## src/rtl/fetch_sequencer_pkg.sv

```systemverilog
// Shared types and constants for the instruction-fetch sequencer.
package fetch_sequencer_pkg;

    typedef enum logic [1:0] {
        StIdle  = 2'd0,
        StRun   = 2'd1,
        StDone  = 2'd2,
        StFault = 2'd3
    } fetch_state_e;

    localparam int unsigned WORD_BYTES = 4;

endpackage

```

## src/rtl/fetch_perf_counters.sv

```systemverilog
// Saturating fetch/stall event counters; instantiated only when FETCH_PERF_CNT_EN is defined.
module fetch_perf_counters (
    input  logic        clk,
    input  logic        reset,
    input  logic        fetch_inc_i,
    input  logic        stall_inc_i,
    output logic [31:0] fetch_count_o,
    output logic [31:0] stall_count_o
);

    always_ff @(posedge clk or negedge reset) begin
        if (!reset) begin
            fetch_count_o <= '0;
            stall_count_o <= '0;
        end else begin
            if (fetch_inc_i && (fetch_count_o != '1)) begin
                fetch_count_o <= fetch_count_o + 32'd1;
            end
            if (stall_inc_i && (stall_count_o != '1)) begin
                stall_count_o <= stall_count_o + 32'd1;
            end
        end
    end

endmodule

```

## src/rtl/fetch_sequencer.sv

```systemverilog
// Instruction-fetch controller: owns the PC, drives the ROM address and hands instructions to decode.
// Optional perf counters are enabled by defining FETCH_PERF_CNT_EN.
module fetch_sequencer
    import fetch_sequencer_pkg::*;
#(
    parameter int unsigned           DATA_WIDTH   = 32,
    parameter int unsigned           MEMORY_DEPTH = 32,
    parameter logic [DATA_WIDTH-1:0] RESET_PC     = '0
) (
    input  logic                  clk,
    input  logic                  reset,
    input  logic                  start_i,
    output logic [DATA_WIDTH-1:0] rom_address_o,
    input  logic [DATA_WIDTH-1:0] rom_instruction_i,
    output logic [DATA_WIDTH-1:0] instr_o,
    output logic [DATA_WIDTH-1:0] instr_pc_o,
    output logic                  instr_valid_o,
    input  logic                  instr_ready_i,
    input  logic                  redirect_i,
    input  logic [DATA_WIDTH-1:0] redirect_pc_i,
    output logic                  done_o,
`ifdef FETCH_PERF_CNT_EN
    output logic                  fault_o,
    output logic [31:0]           fetch_count_o,
    output logic [31:0]           stall_count_o
`else
    output logic                  fault_o
`endif
);

    localparam logic [DATA_WIDTH-1:0] ROM_BYTES  = DATA_WIDTH'(WORD_BYTES * MEMORY_DEPTH);
    localparam logic [DATA_WIDTH-1:0] PC_STEP    = DATA_WIDTH'(WORD_BYTES);

    fetch_state_e          state_q;
    logic [DATA_WIDTH-1:0] pc_q;
    logic                  slot_free;
    logic                  in_range;
    logic                  misaligned;
    logic                  capture;

    assign rom_address_o = pc_q;
    assign slot_free     = !instr_valid_o || instr_ready_i;
    // Offset compare wraps modulo 2^DATA_WIDTH, so PCs below RESET_PC are out of range too.
    assign in_range      = (pc_q - RESET_PC) < ROM_BYTES;
    assign misaligned    = redirect_pc_i[1:0] != 2'b00;
    assign capture       = (state_q == StRun) && !redirect_i && slot_free && in_range;

    always_ff @(posedge clk or negedge reset) begin
        if (!reset) begin
            state_q       <= StIdle;
            pc_q          <= RESET_PC;
            instr_o       <= '0;
            instr_pc_o    <= '0;
            instr_valid_o <= 1'b0;
            done_o        <= 1'b0;
            fault_o       <= 1'b0;
        end else begin
            unique case (state_q)
                StIdle: begin
                    if (start_i) begin
                        state_q <= StRun;
                    end
                end
                StRun: begin
                    if (redirect_i) begin
                        // Flush wins over any handshake in the same cycle.
                        instr_valid_o <= 1'b0;
                        if (misaligned) begin
                            state_q <= StFault;
                            fault_o <= 1'b1;
                        end else begin
                            pc_q <= redirect_pc_i;
                        end
                    end else if (capture) begin
                        instr_o       <= rom_instruction_i;
                        instr_pc_o    <= pc_q;
                        instr_valid_o <= 1'b1;
                        pc_q          <= pc_q + PC_STEP;
                    end else if (slot_free) begin
                        state_q       <= StDone;
                        done_o        <= 1'b1;
                        instr_valid_o <= 1'b0;
                    end
                end
                StDone, StFault: begin
                end
                default: begin
                    state_q <= StIdle;
                end
            endcase
        end
    end

`ifdef FETCH_PERF_CNT_EN
    logic stall;

    assign stall = (state_q == StRun) && instr_valid_o && !instr_ready_i;

    fetch_perf_counters u_perf (
        .clk           (clk),
        .reset         (reset),
        .fetch_inc_i   (capture),
        .stall_inc_i   (stall),
        .fetch_count_o (fetch_count_o),
        .stall_count_o (stall_count_o)
    );
`endif

endmodule

```

## config.mk

```make
export PLATFORM = sky130hd
export DESIGN_NAME = fetch_sequencer
export DESIGN_NICKNAME = d
export VERILOG_FILES = /design/src/rtl/fetch_sequencer_pkg.sv /design/src/rtl/fetch_perf_counters.sv /design/src/rtl/fetch_sequencer.sv
export SDC_FILE = /design/constraint.sdc
export NUM_CORES = 1
export LEC_CHECK = 0
export BUFFER_PORTS_ARGS = -buffer_cell sky130_fd_sc_hd__buf_2
export CORE_ASPECT_RATIO = 0.6
export CORE_MARGIN = 4
export CORE_UTILIZATION = 52
export DETAILED_ROUTE_END_ITERATION = 10
export PLACE_DENSITY = 0.85
export SLEW_MARGIN = 0
export SYNTH_ARGS = -nofsm -noshare
export SYNTH_HDL_FRONTEND = slang
export SYNTH_SLANG_ARGS = --single-unit
export TNS_END_PERCENT = 50
```

## constraint.sdc

```tcl
create_clock -name clk -period 4 [get_ports clk]
set_input_delay 0.2 -clock clk [delete_from_list [all_inputs] [get_ports clk]]
set_output_delay 0.2 -clock clk [all_outputs]
set_load 0.005 [all_outputs]
```

==> metrics.md, run 1 <==
| Metric | Value |
|---|---|
| P_leak | 2.810 nW |
| Sequential fraction of the synthesis area | 0.6077 |
| TritonCTS clock tree | done |
| Starting Density | 0.5540 |
| CP Data Required Time | 4.22 ns |
| Net Sw Power | 0.0005539 W |
| Initial antenna violation count | 0 |
| Share of total power in the clock network | 0.378 |
| Overflow after GRT | 0 |
| FFs w/ async S/R, synth | 1.000 |
| Boundary pin count | 168 |
| Worst-path clk slew | 0.07 ns |
| Final WL | 10570 microns |
| VDD IR max | 0.0003005 V |
| Cell taking the most area after synthesis | dfrtp_1 |
| Final clock skew | 0.008288 ns |
| PwrDens | 412.3 mW/mm^2 |
| Tmin final | 2.822 ns |
| Clk_lat worst skew | 0.33 ns |
| Ys Warns | 0 |
| Commonest non-fill, non-tap cell in the layout | buf_2 |
| Largest net degree at the start of global routing | 65 |
| Top delay family on crit path | simple AND/OR/NAND/NOR gates |
| Rows | 24 |
| Sw frac | 0.2506 |
| Vias | 3275 |
| #FFs+latches synth | 101 |
| Most frequent cells in the layout | buf_2, dfrtp_1, mux2_2, nor2b_1, nor2_1 |
| Total CTS buffers | 9 |
| # diodes | 0 |
| Dpl hpwl | 7955 microns |
| Post_cts resized | 0 |
| DR DRC count | 0 |
| Clk root buf | clkbuf_16 |
| Critical path's slowest cell | buf_4 |
| Fmax | 354.4 MHz |
| Mapped cell area | 0.004159 sq mm |
| IO buf count | 167 |
| Tcrit/Tclk final | 0.7055 |
| PnR worst setup slack | 1.178 ns |
| Ys flop type | dfrtp_1 |
| Worst EP arrival | 3.04 ns |
| Setup Viol. Count Final | 0 |
| Fin nets | 562 |
| Post-Synthesis Cells | 327 |
| Yosys top cell area share | 0.6077 |
| Fraction of layout cells with a size suffix above 1 | 0.4728 |
| Crit-path max FO | 64 |
| Slew headroom | 0.5185 |
| WL/cell | 17.59 microns |
| P_int | 0.001656 W |
| Vias in the first global route | 3143 |
| Core area | 0.007507 sq mm |
| Actual slew at the worst max-slew pin | 0.7222 ns |
| Drt first pass iters | 5 |
| Worst r2r src | rom_address_o[20]$_DFFE_PN0P_ |
| Height of the die | 77.28 microns |
| Peak per-stage delay on the critical path | 0.60 ns |
| Post-route ant nets | 0 |
| Min-Delay Startpoint | redirect_pc_i[24] |
| Mean Syn Cell Area | 12.72 sq um |
| RSZ-0062 raised after global routing | false |
| Crit Path Class | reg -> reg |
| Die footprint | 0.009540 sq mm |
| Layout overhead on the synthesized area | 28.88% |
| Worst R2R End | instr_pc_o[0]$_DFFE_PN0P_ |
| Worst Hold Class | in -> reg |
| First-pass GRT wire length | 16440 microns |
| Setup TNS | 0 ns |
| GP Congestion | 0.9137 |
| Starting DRC count in detailed routing | 272 |
| CTS Sinks | 101 |
| Status | finished, final reports clean |
| Metal2 WL | 4852 microns |
| FILL cells | 550 |
| Vias per cell | 5.449 |
| Post-Syn Nets | 397 |
| Die Wd | 123.5 microns |
| Cell Chain, Critical Path | nor4_1 > nand4_1 > or2_4 > nor4_4 > buf_4 > mux2_2 |
| Metal1 wirelength | 4561 microns |
| Worst Hold Path EP | rom_address_o[24]$_DFFE_PN0P_ |
| Post-synth EDFFs | 0 |
| Largest buffer count on any clock path | 2 |
| Number of max-cap violations | 0 |
| Startpoint type of the worst setup path | register |
| Reg2Reg Setup Slack | 1.18 ns |
| Distinct cells, synth | 45 |
| Buf/Inv on CP | 1 |
| Hold Path Cell Cnt | 3 |
| Met3 routed WL | 1079 microns |
| Top cells by area, synth | dfrtp_1, mux2_2, nor2b_1 |
| Worst R2R Path Depth | 6 |
| GRT Overall Usage | 0.2234 |
| Comb power frac | 0.104 |
| Seq pwr share | 0.518 |
| Pins over their slew limit | 0 |
| Pre-CTS WS | 1.209 ns |
| Top Layer Used | met4 |
| CP Capture Type | register |
| H-tree level count | 3 |
| Final hold violation count | 0 |
==> per-layer routing <==
metal / vias up / track usage
met5: - / 0
met2: 163 / 0.3355
met3: 8 / 0.08824
met1: 1583 / 0.3094
li1: 1521 / -
met4: 0 / 0.04530
==> state kept, by name, indices dropped and copies added (netlist names) <==
signal         count
instr_valid_o      1
state_q            2
instr_pc_o        32
fault_o            1
instr_o           32
done_o             1
rom_address_o     32
==> per-stage QoR <==
step           cell area [sq um]  std cells  hold slack, ns  power, W  utilization
4_1_cts                     5360        601         0.05955  0.002229       0.7140
3_3_place_gp                5056        584          0.2542  0.001383       0.6735
3_5_place_dp                5056        584          0.2620  0.001394       0.6735
5_1_grt                     5360        601         0.07867  0.002319       0.7140
2_1_floorplan               4159        327        -0.09559  0.001249            -
6_report                    5360        601         0.06968  0.002210       0.7140
==> synth_stat cells (2+ instances only) <==
| master | instances |
|---|---|
| a2111oi_0 | 2 |
| a21oi_1 | 11 |
| a2bb2oi_1 | 5 |
| and3_1 | 4 |
| and4_1 | 3 |
| buf_6 | 4 |
| clkbuf_1 | 13 |
| dfrtp_1 | 101 |
| inv_1 | 6 |
| mux2_1 | 3 |
| mux2_2 | 43 |
| mux2i_1 | 2 |
| nand2_1 | 9 |
| nand2b_1 | 2 |
| nand3_1 | 12 |
| nand4_1 | 4 |
| nor2_1 | 15 |
| nor2b_1 | 29 |
| nor3_1 | 6 |
| nor4_1 | 7 |
| o21ai_0 | 7 |
| o22a_1 | 10 |
| o22ai_1 | 5 |
| o31ai_1 | 2 |
| or2_2 | 2 |
==> logic make-up (layout without fill, tap and decap cells) <==
| kind of cell | Yosys count | after routing | share of synthesized area |
|---|---|---|---|
| buf+inv | 23 | 193 | 0.02798 |
| compound gates | 56 | 56 | 0.09748 |
| mux | 48 | 48 | 0.1294 |
| fa+ha+maj | 1 | 1 | 0.003008 |
| simple gates | 98 | 98 | 0.1345 |
| flops | 101 | 101 | 0.6077 |
==> cell type report <==
type                    instances  area [sq um]  area share
repair buffers                171         870.8      0.1625
multi-input cells             203          1515      0.2827
clock inverters                 6         55.05     0.01027
inverters                       6         22.52    0.004202
clock buffers                  10         239.0     0.04458
well taps                     104         130.1     0.02428
flip-flops and latches        101          2527      0.4715
==> worst max path at each step <==
stage	cells past startpoint	start	to
floorplan	6	rom_address_o[18]$_DFFE_PN0P_	instr_o[0]$_DFFE_PN0P_
global placement	6	redirect_i	rom_address_o[2]$_DFFE_PN0P_
detailed placement	6	rom_address_o[20]$_DFFE_PN0P_	instr_o[27]$_DFFE_PN0P_
CTS	6	rom_address_o[20]$_DFFE_PN0P_	instr_o[27]$_DFFE_PN0P_
global route	6	rom_address_o[20]$_DFFE_PN0P_	instr_o[27]$_DFFE_PN0P_
finish	6	rom_address_o[20]$_DFFE_PN0P_	instr_pc_o[0]$_DFFE_PN0P_
==> power groups by stage <==
stage	combinational, W	clock (W)	sequential [W]
2_1_floorplan	0.0000942	0	0.00116
3_3_place_gp	0.000223	0	0.00116
6_report	0.000229	0.000835	0.00115
3_5_place_dp	0.000231	0	0.00116
4_1_cts	0.000233	0.000853	0.00114
5_1_grt	0.000254	0.000911	0.00115
==> worst reg2reg max path, stage by stage (launching register included) <==
cell	delay, ns
dfrtp_1	0.42
nor4_1	0.45
nand4_1	0.21
or2_4	0.32
nor4_4	0.25
buf_4	0.60
mux2_2	0.47
==> what timing repair did <==
action / 4_1_cts / 5_1_grt
setup buffers: 0 / 0
endpoints found under the hold margin: 49 / 0
hold buffers: 1 / 0
No activity file was read; power rests on OpenSTA's default activity.
==> run 2, diff against run 1 <==
--- a/config.mk
+++ b/config.mk
@@ -5,12 +5,13 @@
 export SDC_FILE = /design/constraint.sdc
 export NUM_CORES = 1
 export LEC_CHECK = 0
+export ABC_AREA = 1
 export BUFFER_PORTS_ARGS = -buffer_cell sky130_fd_sc_hd__buf_2
 export CORE_ASPECT_RATIO = 0.6
 export CORE_MARGIN = 4
-export CORE_UTILIZATION = 52
+export CORE_UTILIZATION = 51
 export DETAILED_ROUTE_END_ITERATION = 10
-export PLACE_DENSITY = 0.85
+export PLACE_DENSITY = 0.81
 export SLEW_MARGIN = 0
 export SYNTH_ARGS = -nofsm -noshare
 export SYNTH_HDL_FRONTEND = slang
==> constraint.sdc (replaced) <==
create_clock -name clk -period 2.6 [get_ports clk]
set_input_delay 0.13 -clock clk [delete_from_list [all_inputs] [get_ports clk]]
set_output_delay 0.13 -clock clk [all_outputs]
set_load 0.005 [all_outputs]
==> metrics.md, run 2 <==
| Metric | Value |
|---|---|
| Seq pwr share | 0.453 (-0.065) |
| FILL cells | 837 (+52%) |
| Dpl hpwl | 11120 microns (+40%) |
| Startpoint type of the worst setup path | register |
| Rows | 27 (+13%) |
| Clk root buf | clkbuf_16 |
| # diodes | 0 (unchanged) |
| Vias per cell | 5.052 (-7.3%) |
| Height of the die | 85.11 microns (+10%) |
| Actual slew at the worst max-slew pin | 0.7882 ns (+0.06600 ns) |
| Metal1 wirelength | 7089 microns (+55%) |
| Mean Syn Cell Area | 7.622 sq um (-40%) |
| H-tree level count | 3 (unchanged) |
| Post-CTS Setup Repair Bufs | 0 (unchanged) |
| CP Data Required Time | 2.84 ns (-1.38 ns) |
| Die Wd | 136.5 microns (+11%) |
| Crit Path Class | reg -> reg |
| WL/cell | 15.41 microns (-12%) |
| Post-Synthesis Cells | 663 (+100%) |
| Sw frac | 0.3831 (+0.1325) |
| Slew headroom | 0.4727 (-0.04586) |
| P_int | 0.003107 W (+88%) |
| Area of the multi-input gates | 0.002135 sq mm (+41%) |
| Number of max-cap violations | 0 (unchanged) |
| Comb power frac | 0.270 (+0.166) |
| Worst Hold Class | in -> reg |
| Net Sw Power | 0.001929 W (+250%) |
| Metal2 WL | 6096 microns (+26%) |
| Worst-path clk slew | 0.08 ns (about the same) |
| Top cells by area, synth | dfrtp_1, nand2_1, inv_1 |
| IO buf count | 167 (unchanged) |
| Tcrit/Tclk final | 0.8229 (+0.1175) |
| Share of total power in the clock network | 0.277 (-0.101) |
| GP Congestion | 0.9578 (+4.8%) |
| Finished Core Util | 0.6685 (-0.04547) |
| Crit-path max FO | 104 (+63%) |
| VDD IR max | 0.0004540 V (+51%) |
| FFs w/ async S/R, synth | 1.000 (unchanged) |
| Synth top cells by count | nand2_1, dfrtp_1, inv_1, nor2_1, o21ai_0 |
| Clk_lat worst skew | 0.36 ns (+0.03 ns) |
| Layout overhead on the synthesized area | 24.68% |
| Post-Syn Nets | 733 (+85%) |
| Largest net degree at the start of global routing | 105 (+62%) |
| Setup Viol. Count Final | 0 (unchanged) |
| Reg2Reg Setup Slack | 0.46 ns (-0.72 ns) |
| RSZ-0062 raised after global routing | false |
| PwrDens | 799.3 mW/mm^2 (+94%) |
| Met3 routed WL | 1367 microns (+27%) |
| Post_cts resized | 0 (unchanged) |
| Worst EP arrival | 2.37 ns (-0.67 ns) |
| Register area | 0.002527 sq mm (unchanged) |
| P_leak | 3.547 nW (+26%) |
| Cell taking the most area after synthesis | dfrtp_1 |
| Vias | 4845 (+48%) |
| Drt first pass iters | 5 (unchanged) |
| Final clock skew | 0.01129 ns (+0.003002 ns) |
| Starting DRC count in detailed routing | 446 (+64%) |
| CP Capture Type | register |
| Count leader, synth | nand2_1 |
| Top Layer Used | met4 |
| Commonest non-fill, non-tap cell in the layout | nand2_1 |
| Die footprint | 0.01162 sq mm (+22%) |
| Status | finished, final reports clean |
| Yosys top cell area share | 0.5001 (-0.1076) |
| CTS Sinks | 101 (unchanged) |
| Fraction of layout cells with a size suffix above 1 | 0.2461 (-0.2268) |
| Largest buffer count on any clock path | 2 (unchanged) |
| Fin nets | 894 (+59%) |
| Vias in the first global route | 4553 (+45%) |
| First-pass GRT wire length | 23760 microns (+45%) |
| Mapped cell area | 0.005054 sq mm (+22%) |
| Hold WS | 0.01398 ns (-0.05570 ns) |
| Post-route ant nets | 0 (unchanged) |
| Fmax | 467.4 MHz (+32%) |
| Boundary pin count | 168 (unchanged) |
| Final hold violation count | 0 (unchanged) |
| Ys flop type | dfrtp_1 |
| Initial antenna violation count | 0 (unchanged) |
| Tmin final | 2.140 ns (-0.6823 ns) |
| Ys Warns | 0 (unchanged) |
| TritonCTS clock tree | done |
| Setup TNS | 0 ns (unchanged) |
| #FFs+latches synth | 101 (unchanged) |
| Most frequent cells in the layout | nand2_1, buf_2, dfrtp_1, inv_1, nor2_1 |
| Starting Density | 0.5362 (-0.01783) |
| Post-synth EDFFs | 0 (unchanged) |
| Overflow after GRT | 0 (unchanged) |
| GRT Overall Usage | 0.2601 (+0.03669) |
| DR DRC count | 0 (unchanged) |
| Final WL | 14770 microns (+40%) |
| Distinct cells, synth | 31 (-31%) |
| Pins over their slew limit | 0 (unchanged) |
| Sequential fraction of the synthesis area | 0.5001 (-0.1076) |
| Core area | 0.009425 sq mm (+26%) |
| Total CTS buffers | 9 (unchanged) |
run 2: changes by cell type in the layout (fill, tap and decap cells not counted), moves of 29 or more:
cell     change
nand2_1    +247
inv_1       +58
nor2_1      +49
mux2_2      -43
o21ai_0     +37
nor2b_1     -29
run 2: per-layer routing:
metal,GRT usage,vias up
li1,-,2365
met1,0.3995,2220
met2,0.3767,238
met3,0.05095,22
met4,0.06496,0
met5,0,-
run 2: worst paths after layout:
path,startpoint,depth (start not counted),end
max in group asynchronous,reset,3,instr_o[16]$_DFFE_PN0P_
min reg2reg,fault_o$_DFFE_PN0P_,1,fault_o$_DFFE_PN0P_
min,rom_instruction_i[23],3,instr_o[23]$_DFFE_PN0P_
max,rom_address_o[10]$_DFFE_PN0P_,8,state_q[0]$_DFFE_PN0P_
min in group asynchronous,reset,2,instr_pc_o[17]$_DFFE_PN0P_
max reg2reg,rom_address_o[10]$_DFFE_PN0P_,8,state_q[0]$_DFFE_PN0P_
run 2: what timing repair did:
action,4_1_cts,5_1_grt
setup endpoints to repair,0,0
hold buffers,1,0
hold endpoints to repair,50,0
run 2: cell families after synthesis:
family                     after synthesis  share of synthesized area
buffers and inverters                   91                    0.07749
adders and majority gates                1                   0.002475
xor gates and xnor gates                 8                    0.01387
and+or+nand+nor                        389                     0.3196
AOI/OAI and AO/OA                       65                    0.07056
DFF                                    101                     0.5001
muxes                                    8                    0.01585
run 2: metrics by stage:
step | instances | total power [W] | area, sq um | worst slack, ns
detailed placement | 942 | 0.003639 | 5974 | 0.4893
global route | 959 | 0.005364 | 6301 | 0.2592
global placement | 942 | 0.003596 | 5974 | 0.5557
CTS | 959 | 0.005034 | 6301 | 0.4680
floorplan | 663 | 0.002992 | 5054 | 0.9219
finish | 959 | 0.005036 | 6301 | 0.4604
run 2: layout make-up:
type / count / area share
clock buffers: 9 / 0.03574
clock inverters: 7 / 0.01450
inverters: 67 / 0.04031
multi-input cells: 471 / 0.3388
flip-flops and latches: 101 / 0.4011
well taps: 130 / 0.02581
repair buffers: 174 / 0.1438
run 2: power groups by stage:
stage	clock network, W	registers (W)	logic (W)
after global placement	0	0.00227	0.00133
after CTS	0.00141	0.00226	0.00136
final	0.00140	0.00228	0.00136
after floorplan	0	0.00219	0.000800
after global routing	0.00149	0.00232	0.00155
after detailed placement	0	0.00229	0.00135
run 2: critical path, stage by stage, from the launching register on:
cell and delay, ns:
dfrtp_1 0.49, nor2_1 0.09, nand3_1 0.17, nor2_2 0.08, nand3_4 0.11, buf_4 0.61, nand3_1 0.27, nand2_1 0.11
o21ai_0 0.08
